### src/rtl/seq_contador_arb_pkg.sv
// seq_contador_arb_pkg: shared FSM state encoding, requester indices and arbiter pick helper
package seq_contador_arb_pkg;
    typedef enum logic [1:0] {
        S_IDLE = 2'd0,
        S_LOAD = 2'd1,
        S_RUN  = 2'd2,
        S_DONE = 2'd3
    } state_t;
    localparam int REQ0 = 0;
    localparam int REQ1 = 1;
    // With both requesting, favour whoever was not served last.
    function automatic logic pick(input logic [1:0] req, input logic rr_last);
        return (req == 2'b11) ? ~rr_last : req[REQ1];
    endfunction
endpackage

### src/rtl/seq_contador_arb_contador.sv
// contador_nbit: WIDTH-bit up-counter, synchronous clear has priority over enable
module contador_nbit #(
    parameter int WIDTH = 3
) (
    input  logic             clk,
    input  logic             rst,
    input  logic             en,
    input  logic             clr,
    output logic [WIDTH-1:0] q
);
    always_ff @(posedge clk or posedge rst)
        if (rst)
            q <= '0;
        else if (clr)
            q <= '0;
        else if (en)
            q <= q + WIDTH'(1);
endmodule

### src/rtl/seq_contador_arb.sv
// seq_contador_arb: round-robin arbiter sharing one up-counter between two requesters
module seq_contador_arb
    import seq_contador_arb_pkg::*;
#(
    parameter int WIDTH = 3,
    parameter int STEPW = 4
) (
    input  logic             clk,
    input  logic             rst,
    input  logic [1:0]       req,
    input  logic [STEPW-1:0] steps0,
    input  logic [STEPW-1:0] steps1,
    input  logic             clear0,
    input  logic             clear1,
    output logic [1:0]       gnt,
    output logic             w,
    output logic [WIDTH-1:0] y,
    output logic [1:0]       done,
    output logic             busy
);
    state_t           state;
    logic             owner;
    logic             rr_last;
    logic             clr_flag;
    logic [STEPW-1:0] remaining;
    logic             nxt_owner;
    logic [1:0]       owner_oh;

    assign nxt_owner = pick(req, rr_last);
    assign owner_oh  = owner ? 2'b10 : 2'b01;
    assign busy      = state != S_IDLE;
    assign gnt       = busy ? owner_oh : 2'b00;
    assign w         = state == S_RUN;
    assign done      = (state == S_DONE) ? owner_oh : 2'b00;

    always_ff @(posedge clk or posedge rst) begin
        if (rst) begin
            state     <= S_IDLE;
            owner     <= 1'b0;
            rr_last   <= 1'b1;
            clr_flag  <= 1'b0;
            remaining <= '0;
        end else begin
            case (state)
                S_IDLE:
                    if (|req) begin
                        owner     <= nxt_owner;
                        remaining <= nxt_owner ? steps1 : steps0;
                        clr_flag  <= nxt_owner ? clear1 : clear0;
                        state     <= S_LOAD;
                    end
                S_LOAD:
                    state <= (remaining == '0) ? S_DONE : S_RUN;
                S_RUN: begin
                    remaining <= remaining - STEPW'(1);
                    if (remaining == STEPW'(1))
                        state <= S_DONE;
                end
                S_DONE: begin
                    rr_last <= owner;
                    state   <= S_IDLE;
                end
            endcase
        end
    end

    contador_nbit #(.WIDTH(WIDTH)) u_cnt (
        .clk (clk),
        .rst (rst),
        .en  (w),
        .clr ((state == S_LOAD) && clr_flag),
        .q   (y)
    );
endmodule

### config.mk
export PLATFORM = sky130hd
export DESIGN_NAME = seq_contador_arb
export DESIGN_NICKNAME = d
export VERILOG_FILES = /design/src/rtl/seq_contador_arb_pkg.sv /design/src/rtl/seq_contador_arb_contador.sv /design/src/rtl/seq_contador_arb.sv
export SDC_FILE = /design/constraint.sdc
export NUM_CORES = 1
export LEC_CHECK = 0
export ABC_AREA = 1
export CAP_MARGIN = 20
export CORE_MARGIN = 2
export CORE_UTILIZATION = 35
export CTS_CLUSTER_SIZE = 25
export DETAILED_ROUTE_END_ITERATION = 6
export SYNTH_ARGS = -nofsm -noshare
export SYNTH_HDL_FRONTEND = slang
export SYNTH_SLANG_ARGS = --single-unit
### constraint.sdc
create_clock -name clk -period 1.6 [get_ports clk]
set_input_delay 0.24 -clock clk [delete_from_list [all_inputs] [get_ports clk]]
set_output_delay 0.24 -clock clk [all_outputs]
set_load 0.05 [all_outputs]
==> impl_metrics.tcl, run 1 <==
set metrics [dict create \
    status "completed" \
    cts.sinks 12 \
    crit_path_start_kind "register" \
    power_switching_share_pct 49.9 \
    finalInstanceArea_mm2 0.00119 \
    drive_gt1_share_pct 23.9 \
    multi_input_area_um2 465 \
    grt_pass1_vias 755 \
    grt_antenna_before_repair 0 \
    ir_drop_mv 1.62 \
    synthCells 115 \
    wire_per_inst_um 10.4 \
    fin_crit_sh_pct 94.9 \
    htree_levels 1 \
    synth-seq-cells 12 \
    place_hpwl_um 1470 \
    arrival_ns 1.28 \
    path_max_fanout 6 \
    pin_count 23 \
    synth_edf_count 0 \
    yosys_most_used_dff "dfrtp_1" \
    num_antenna_cells 0 \
    cp.required_ns 1.36 \
    row_count 17 \
    hold_violations 0 \
    dr.first_iter.drc_count 6 \
    vias 775 \
    holdWs_ns 0.282 \
    clockBufferDepth 2 \
    p_comb_share_pct 69.6 \
    p_sw_uw 1360 \
    p_leak_uw 0.000611 \
    tritoncts "built" \
    viasPerCell 4.56 \
    register_area_um2 302 \
    grt_max_degree 13 \
    ys_seq_area_share_pct 36.1 \
    fin_setup_tns_ns 0 \
    cts_buffers 3 \
    ys_async_sr_fraction_pct 100 \
    start_util_pct 37.4 \
    syn_nets 136 \
    clk_latency_ns 0.27 \
    fillers 217 \
    port_buffers 22 \
    setup_viol 0 \
    die_h_um 52.8 \
    skew_ns 0.00228 \
    grt_pass1_wl_um 3230 \
    max_freq_mhz 659 \
    drtPass1Iterations 4 \
    path_clk_slew_ns 0.08 \
    worst_slew_pin_slew_ns 0.485 \
    core-area_mm2 0.00223 \
    rsz0062_at_grt "false" \
    syn_area_um2 835 \
    finalCriticalPeriod_ns 1.52 \
    max-cap-violations 0 \
    seqPwrFrac_pct 23.2 \
    pwr_density_cell_mw_per_mm2 2280 \
    syn_to_final_growth_pct 43.2 \
    die_w_um 52.8 \
    drt_wl_total_um 1760 \
    gr-usage-all-layers_pct 16.0 \
    min_path_type "primary input to async pin" \
    cp-end-kind "output pin" \
    yosys.cell_types.count 22 \
    gp_congestion 0.786 \
    place_area_mm2 0.00114 \
    drc 0 \
    grt-ovfl-total 0 \
    maxSlewHeadroom_pct 67.7 \
    layout.nets 164 \
    design.die.area_mm2 0.00279 \
    clock-root-buffer "clkbuf_4" \
    power_frac_clock_pct 7.2 \
    avgSynthCellArea_um2 7.26 \
    path_class "register to output pin" \
    intPower_uw 1360 \
    ant_nets 0 \
    ys_warn_count 0 \
    final_max_slew_viol_count 0 \
]
-- synth_stat cells (all sizes together), types with 4 or more instances --
cell	n	area [um2]
nor2	15	61.3
a21oi	4	27.5
ha	7	87.6
inv	21	78.8
o21ai	7	38.8
nand3	12	70.1
nand2	31	119
dfrtp	11	275
-- metal layers --
| layer | wire [um] | up-vias | GRT usage [%] |
|---|---|---|---|
| met5 | 0 | - | 0 |
| met4 | 19 | 0 | 5.98 |
| met3 | 80 | 2 | 4.86 |
| met2 | 855 | 20 | 26.5 |
| met1 | 807 | 344 | 19.3 |
| li1 | - | 409 | - |
-- state kept, by name, indices dropped and copies added, names as in the netlist --
name,flops
clr_flag,1
remaining,4
rr_last,1
u_cnt.q,3
owner,1
state,2
-- placed cells by master (no fill, tap or decap) --
cell             netlist  layout
nor2_1                13      10
clkdlybuf4s50_1        0      13
o21ai_2                1       1
dfrtp_1               11      11
buf_12                 0       6
buf_4                  0       5
nand3b_1               1       1
a21oi_1                2       2
o21ai_1                3       3
inv_2                  3       5
and2_4                 1       1
o21bai_1               1       1
ha_2                   0       1
a21oi_2                2       2
clkbuf_1               0       1
nand2_1               30      30
clkbuf_4               0       3
xnor2_1                1       1
nand3_1               10      10
ha_4                   0       1
inv_1                 18      16
dfstp_2                1       1
ha_1                   7       5
nand3_2                2       2
nand4_1                1       1
o21ai_0                3       3
nand2_2                1       1
nor2_2                 2       5
-- cell type report --
class	instances	area share (%)
timing repair buffer	24	24.1
sequential	12	25.2
tap	28	2.93
clock buffer	4	2.20
inverter	21	6.60
multi-input combinational	81	39.0
-- cell families after synthesis --
family | after synthesis | share of synthesized area [%]
fa+ha+maj | 7 | 10.5
flops | 12 | 36.1
simple gates | 61 | 32.7
buf+inv | 22 | 10.8
compound gates | 12 | 8.85
xor+xnor | 1 | 1.05
-- through the flow --
step           worst slack [ns]  cells  total power, uW  utilization, %
2_1_floorplan           0.00570    115             1830               -
3_3_place_gp              0.174    165             2430            51.2
3_5_place_dp              0.126    165             2470            51.2
4_1_cts                  0.0168    169             2720            53.1
5_1_grt                  0.0148    170             2990            53.5
6_report                 0.0822    170             2720            53.5
-- path summary, 6_finish.rpt --
check / startpoint / end / slack (ns) / depth (start not counted)
max: state[0] / gnt[1] / 0.08 / 4
min: rst / state[0] / 0.28 / 2
max reg2reg: state[0] / remaining[2] / 0.22 / 7
min reg2reg: rr_last / rr_last / 0.47 / 2
max in group asynchronous: rst / rr_last / 0.96 / 2
min in group clk: rr_last / rr_last / 0.47 / 2
-- critical path, stage by stage, from the launching register on --
cell and delay, ns:
dfrtp_1 0.42, inv_2 0.08, ha_4 0.19, nor2_2 0.16, buf_12 0.15
-- power groups by stage --
stage | clock [uW] | sequential [uW] | combinational [uW]
after floorplan | 0 | 716 | 1120
after global placement | 0 | 624 | 1810
after detailed placement | 0 | 630 | 1840
after CTS | 209 | 626 | 1890
after global routing | 218 | 651 | 2130
final | 197 | 632 | 1890
-- what timing repair did --
item | CTS | global route
resized for setup | 3 | 3
hold endpoints to repair | 0 | 0
hold buffers | 0 | 0
pin swaps | 0 | 0
setup buffers | 0 | 1
endpoints found under the setup margin | 3 | 5
No activity file was read; power rests on OpenSTA's default activity.
==> run 2, diff against run 1 <==
--- a/config.mk
+++ b/config.mk
@@ -9,7 +9,9 @@
 export CAP_MARGIN = 20
 export CORE_MARGIN = 2
-export CORE_UTILIZATION = 35
+export CORE_UTILIZATION = 46
 export CTS_CLUSTER_SIZE = 25
 export DETAILED_ROUTE_END_ITERATION = 6
+export PLACE_DENSITY = 0.77
+export SKIP_LAST_GASP = 1
 export SYNTH_ARGS = -nofsm -noshare
 export SYNTH_HDL_FRONTEND = slang
==> constraint.sdc (replaced) <==
create_clock -name clk -period 1.6 [get_ports clk]
set_input_delay 0.24 -clock clk [delete_from_list [all_inputs] [get_ports clk]]
set_output_delay 0.24 -clock clk [all_outputs]
set_load 0.1 [all_outputs]
==> impl_metrics.tcl, run 2 (synthesis gave the netlist of run 1 again) <==
set metrics [dict create \
    design.die.area_mm2 0.00217 \
    reg2reg_from "state[0]" \
    holdBufCountCts 0 \
    worst_slew_pin_slew_ns 0.474 \
    critical_path_cell_count 4 \
    slowest_stage "dfrtp_1" \
    drtPass1Iterations 4 \
    num_antenna_cells 0 \
    status "finished, violations left" \
    fillers 114 \
    r2r_cells 7 \
    max-cap-violations 0 \
    drive_gt1_share_pct 26.1 \
    arrival_ns 1.41 \
    min_path_type "primary input to async pin" \
    grt_antenna_before_repair 0 \
    tritoncts "built" \
    wire_per_inst_um 11.1 \
    skew_ns 0.0152 \
    ant_nets 0 \
    final_common_cell "nand2_1" \
    layout_common_cells "nand2_1 (29), inv_1 (15), clkdlybuf4s50_1 (13)" \
    vias 790 \
    port_buffers 22 \
    clk_latency_ns 0.29 \
    timing.final.ws_setup_ns -0.0486 \
    maxSlewHeadroom_pct 68.4 \
    clockBufferDepth 2 \
    largest_reg_flops 4 \
    start_util_pct 48.9 \
    cp.required_ns 1.36 \
    cp-startpoint "state[0]" \
    viasPerCell 4.73 \
    endpoint "busy" \
    top_register "remaining" \
    syn_to_final_growth_pct 51.3 \
    crit_chain "inv_1, ha_4, clkinvlp_4, buf_12" \
    rrSetupSlack_ns 0.19 \
    htree_levels 1 \
    fin_crit_sh_pct 103 \
    die_h_um 46.6 \
    cpLargestDelayFamily "buffers and inverters" \
    fin_setup_tns_ns -0.0486 \
    row_count 15 \
    pin_count 23 \
    max_freq_mhz 607 \
    path_clk_slew_ns 0.09 \
    place_hpwl_um 1470 \
    setup_viol 1 \
    drc 0 \
    core-area_mm2 0.00171 \
    path_class "register to output pin" \
    die_w_um 46.6 \
    reg_top3 "remaining (4), u_cnt.q (3), state (2)" \
    failed_checks "negative setup slack" \
    path_max_fanout 6 \
    hold_violations 0 \
    path_buf_inv 3 \
    r2r_end "remaining[2]" \
    layout.nets 164 \
    final_max_slew_viol_count 0 \
    cts.sinks 12 \
    drt_wl_total_um 1850 \
    grt_max_degree 13 \
    gr-usage-all-layers_pct 19.9 \
    gp_congestion 0.757 \
    max_stage_delay_ns 0.40 \
    cts_buffers 3 \
    crit_path_start_kind "register" \
    finalCriticalPeriod_ns 1.65 \
    dr.first_iter.drc_count 22 \
    grt_pass1_vias 708 \
    cp-end-kind "output pin" \
    rsz0062_at_grt "true" \
    clock-root-buffer "clkbuf_4" \
    grt-ovfl-total 0 \
    grt_pass1_wl_um 2980 \
]
[run 2: cell count changes in the layout (fill, tap and decap cells not counted)]
| cell | change |
|---|---|
| buf_12 | +3 |
| buf_4 | -3 |
| nand2_2 | +1 |
| clkinvlp_4 | +1 |
| inv_1 | -1 |
| nand2_1 | -1 |
| nor2_4 | +1 |
| nor2_2 | -1 |
| ha_1 | -1 |
| ha_2 | -1 |
| ha_4 | +2 |
[run 2: what timing repair did]
item	in CTS	in global routing
pin swaps	0	0
setup buffers	2	0
hold endpoints to repair	0	0
gates resized for setup	1	6
setup endpoints to repair	4	5
[run 2: cell type report]
class	instances	area, um2	share of cell area, %
clock buffers	4	26.3	2.08
inverters	21	82.6	6.54
multi-input cells	81	495	39.2
flip-flops and latches	12	302	23.9
well taps	25	31.3	2.48
repair buffers	24	325	25.8
[run 2: worst min path at each step]
stage	endpoint	slack, ns	cells past startpoint
2_1_floorplan	clr_flag	0.10	1
3_3_place_gp	rr_last	0.46	2
3_5_place_dp	u_cnt.q[0]	0.49	1
4_1_cts	state[1]	0.28	2
5_1_grt	state[1]	0.31	2
6_report	u_cnt.q[0]	0.25	2
[run 2: per-layer routing]
layer  share of wire [%]  vias to the layer above  routed length [um]  track usage, %
met5                   0                        -                   0               0
met3                 5.4                        5                 100            5.10
met2                  50                       31                 922            33.3
met4                 2.3                        0                  43            8.57
met1                  42                      344                 784            23.9
li1                    -                      410                   -               -
[run 2: through the flow]
| step | area [um2] | util [%] | std cells | hold WS (ns) | setup WS (ns) |
|---|---|---|---|---|---|
| 3_3_place_gp | 1190 | 69.5 | 161 | 0.458 | 0.178 |
| 6_report | 1260 | 73.9 | 167 | 0.252 | -0.0486 |
| 5_1_grt | 1260 | 73.9 | 167 | 0.315 | -0.0841 |
| 3_5_place_dp | 1190 | 69.5 | 161 | 0.488 | 0.151 |
| 2_1_floorplan | 856 | - | 115 | 0.104 | -0.144 |
| 4_1_cts | 1240 | 72.5 | 167 | 0.280 | -0.00542 |
Power of run 2 is not shown: default switching activity piles up to over one toggle a cycle in this logic, so the estimate is an artifact.
==> variant 1 (flow settings as in run 1) <==
Set the parameter `STEPW` to 3 (it was 4).
--- a/src/rtl/seq_contador_arb.sv
+++ b/src/rtl/seq_contador_arb.sv
@@ -5,3 +5,3 @@
     parameter int WIDTH = 3,
-    parameter int STEPW = 4
+    parameter int STEPW = 3
 ) (
Ports: changed (resized steps0 and steps1); port bits go from 23 to 21. The function was not compared with the original's and may differ.
==> variant 1 against run 1 <==
  * Wire length fell by 15%
  * Sequential cell count fell by 1
  * Worst setup slack got worse by 10 ps
  * Synthesized cell count fell by 9.6%
  * Design area fell by 8.7%
  * Maximum frequency fell by 0.68%
  * Synthesized area fell by 9.6%
  * Power fell by 5.7%
  * Critical path type unchanged
  * Largest cell class unchanged
==> variant 1: results (changes against run 1) <==
STA
  – Slew margin rel.: 71.1% (+3.5 points)
  – Final Hold Slack: 262 ps (-20.0 ps)
  – Clk_skew: 6.41 ps (+4.13 ps)

Global route
  – First-pass GRT wire length: 2630 microns (-19%)
  – Gr usage total: 14.3% (-1.7 points)
  – Vias in the first global route: 628 (-17%)
  – M2 GR Usage: 22.1% (-4.3 points)
  – Pin count of the biggest net entering global routing: 12 (-1)
  – M3 GR Usage: 5.36% (+0.50 points)
  – GRT met1 Usage: 17.5% (-1.8 points)

Cells and area
  – Fillers: 204 (-6.0%)
  – Biggest regs: remaining (3), u_cnt.q (3), state (2)
  – Share of layout cells above drive strength 1: 19.4% (-4.6 points)

Placed design
  – Cell area after placement: 0.00104 sq mm (-8.9%)
  – Routability cong.: 0.789 (+0.37%)
  – Worst slack, placed: 160 ps (+33.9 ps)
  – Dpl cells: 151 (-8.5%)
  – I/O Buffers: 20 (-9.1%)
  – Detailed placement HPWL: 1230 microns (-16%)

Logic synthesis
  – Seq/Total Area, Yosys: 36.7% (+0.52 points)
  – Ys Warns: 0 (unchanged)
  – Synth top area cells: dfrtp_1 (33%), ha_1 (13%), nand2_1 (12%)
  – Synth Instances: 104 (-9.6%)
  – Top cell types by occurrence after synthesis: nand2_1 (24), inv_1 (18), nor2_1 (15)
  – Syn nets: 124 (-8.8%)
  – Yosys cell types: 17 (-23%)

CTS
  – Clock slew at reported path FFs: 80 ps (about the same)
  – H-tree levels: 1 (unchanged)
  – CTS resizes: 1 (-2)
  – CTS buffer count: 3 (unchanged)

Power
  – Combinational power share: 70.5% (+0.9 points)
  – Total leakage power: 0.575 nW (-6.0%)
  – Seq pwr share: 21.9% (-1.3 points)
  – VDD IR-drop max: 0.00117 V (-28%)
  – Design Power: 2.57 mW (-5.7%)
  – Internal power: 1.29 mW (-5.6%)

Setup path
  – Worst R2R Setup Slack: 180 ps (-40 ps)
  – Top fanout value on the critical path: 5 (-1)
  – CP delay by family, top: flip-flops
  – Reg2Reg Launch Point: state[0]
  – Max stage delay on crit path: 390 ps (-30 ps)
  – Reg-to-reg endpoint: remaining[0]

Routing
  – Met1 WL: 675 microns (-16%)
  – Drt pass-1 iters: 4 (unchanged)
  – Met3 Wirelength: 84 microns (+5.0%)
  – Wire per inst: 9.65 microns (-6.9%)
  – Met2 wire length: 716 microns (-16%)
  – Routed vias: 700 (-9.7%)
  – Initial drt markers: 6 (unchanged)
  – Avg Vias per Cell: 4.49 (-1.6%)

Die
  – Die width: 50.4 microns (-4.5%)

Hold path
  – HP Class: in -> async

Run status
  – Outcome: finished, final reports clean
variant 1: worst max path at each step:
stage | from | endpoint | slack, ps | cells past startpoint
detailed placement | req[0] | clr_flag | 160 | 6
CTS | state[1] | busy | 20 | 4
floorplan | state[0] | remaining[0] | 110 | 8
finish | state[1] | gnt[1] | 70 | 4
global placement | req[1] | state[0] | 190 | 6
global route | state[0] | w | -6 | 3
variant 1: cell families after synthesis:
family	synth area share, %
xor+xnor	1.16
flops	36.7
fa+ha+maj	13.3
buf+inv	11.3
compound gates	8.46
simple gates	29.2
variant 1: worst register-to-register path, cell delays in order, from the launching register on:
cell	delay (ps)
dfrtp_1	410
inv_1	130
ha_2	300
inv_1	150
nand2_1	90
nand2_1	70
nor2_1	90
a21oi_1	70
variant 1: area by class of cell:
type / count / area, sq um / area share, %
clock buffers: 4 / 26.3 / 2.41
flip-flops and latches: 11 / 277 / 25.3
multi-input cells: 73 / 415 / 38.1
well taps: 27 / 33.8 / 3.10
inverters: 19 / 71.3 / 6.54
repair buffers: 22 / 268 / 24.5
==> variant 2 (flow settings as in run 1) <==
Made on the original files. Make the reset (`rst`) synchronous in 2 clocked blocks.
--- a/src/rtl/seq_contador_arb_contador.sv
+++ b/src/rtl/seq_contador_arb_contador.sv
@@ -10,3 +10,3 @@
 );
-    always_ff @(posedge clk or posedge rst)
+    always_ff @(posedge clk)
         if (rst)
--- a/src/rtl/seq_contador_arb.sv
+++ b/src/rtl/seq_contador_arb.sv
@@ -35,3 +35,3 @@
 
-    always_ff @(posedge clk or posedge rst) begin
+    always_ff @(posedge clk) begin
         if (rst) begin
Check against the original RTL: differs if rst is asserted again (counterexample within 4 cycles, from zero or initial values and one cycle with rst high); with rst held inactive, the same outputs for 10 cycles.
==> variant 2 against run 1 <==
  * Synthesized cell count rose by 4.3%
  * Sequential cell count unchanged
  * Critical path depth did not move
  * Combinational power shrank 25%
  * Design area decreased by 3.8%
  * Synthesized area down 6.1%
  * Sequential power shrank 22%
  * Power shrank 21%
  * Clock skew increased by 7.9 ps
  * Wire length down 3.7%
  * Final cell count is 2.9% higher
  * Worst setup slack got worse by 0.62 ps
  * Largest power group unchanged
  * Highest routed layer unchanged
==> variant 2: results (changes against run 1) <==
Run status
  – Outcome: finished, final reports clean

Hold path
  – HP Class: reg -> reg

STA
  – Final Hold Slack: 482 ps (+200 ps)
  – Clk_skew: 10.2 ps (+7.89 ps)
  – Slew @ Worst Pin: 203 ps (-282 ps)

Logic synthesis
  – Fraction of synthesis flops using an asynchronous set or reset pin: 0% (-100 points)
  – Seq/Total Area, Yosys: 30.7% (-5.5 points)
  – Compound-Gate Fraction of Synth Area: 11.3% (+2.5 points)
  – Syn nets: 141 (+3.7%)
  – Yosys cell types: 20 (-9.1%)
  – Synth Instances: 120 (+4.3%)

Global route
  – Vias in the first global route: 733 (-2.9%)
  – Pin count of the biggest net entering global routing: 9 (-4)
  – First-pass GRT wire length: 3000 microns (-7.1%)
  – Gr usage total: 14.8% (-1.1 points)

Power
  – P_clk: 0.249 mW (+26%)
  – Internal power: 1.13 mW (-17%)
  – VDD IR-drop max: 0.000999 V (-38%)
  – Total leakage power: 0.552 nW (-9.7%)
  – Combinational power share: 65.5% (-4.1 points)

Setup path
  – Worst R2R Setup Slack: 290 ps (+70 ps)
  – Max stage delay on crit path: 350 ps (-70 ps)

Routing
  – Initial drt markers: 14 (+8)
  – Avg Vias per Cell: 4.57 (+0.15%)

Placed design
  – Cell area after placement: 0.00111 sq mm (-3.3%)
  – Worst slack, placed: 147 ps (+20.6 ps)
  – Routability cong.: 0.821 (+4.4%)

Cells and area
  – Area Overhead vs Synth: 46.8%
  – Fillers: 211 (-2.8%)
  – Fin cells: 175 (+2.9%)
  – Share of layout cells above drive strength 1: 23.1% (-0.81 points)
## variant 2: path summary, 6_finish.rpt
check / depth (start not counted) / startpoint / to
worst max-delay path: 4 / state[0] / w
worst min-delay path: 2 / rr_last / rr_last
worst max register to register: 8 / state[1] / remaining[2]
worst min register to register: 2 / rr_last / rr_last
## variant 2: metal layers
layer	wire length (microns)	vias up	GRT usage, %	part of all wire, %
met4	39	0	5.70	2.3
met3	107	6	3.51	6.3
met2	755	26	25.1	44
li1	-	433	-	-
met5	0	-	0	0
met1	794	334	18.1	47
## variant 2: worst max-delay path, delay by kind of cell, from the launching register on
family / cells / cell delay (ps)
adder cells (fa/ha/maj): 1 / 250
buffers and inverters: 3 / 400
flip-flops: 1 / 350
## variant 2: area by class of cell
type | instances | share of cell area, %
tap | 28 | 3.05
multi-input combinational | 85 | 40.5
timing repair buffer | 24 | 25.0
sequential | 12 | 21.1
inverter | 22 | 7.18
clock buffer | 4 | 3.16
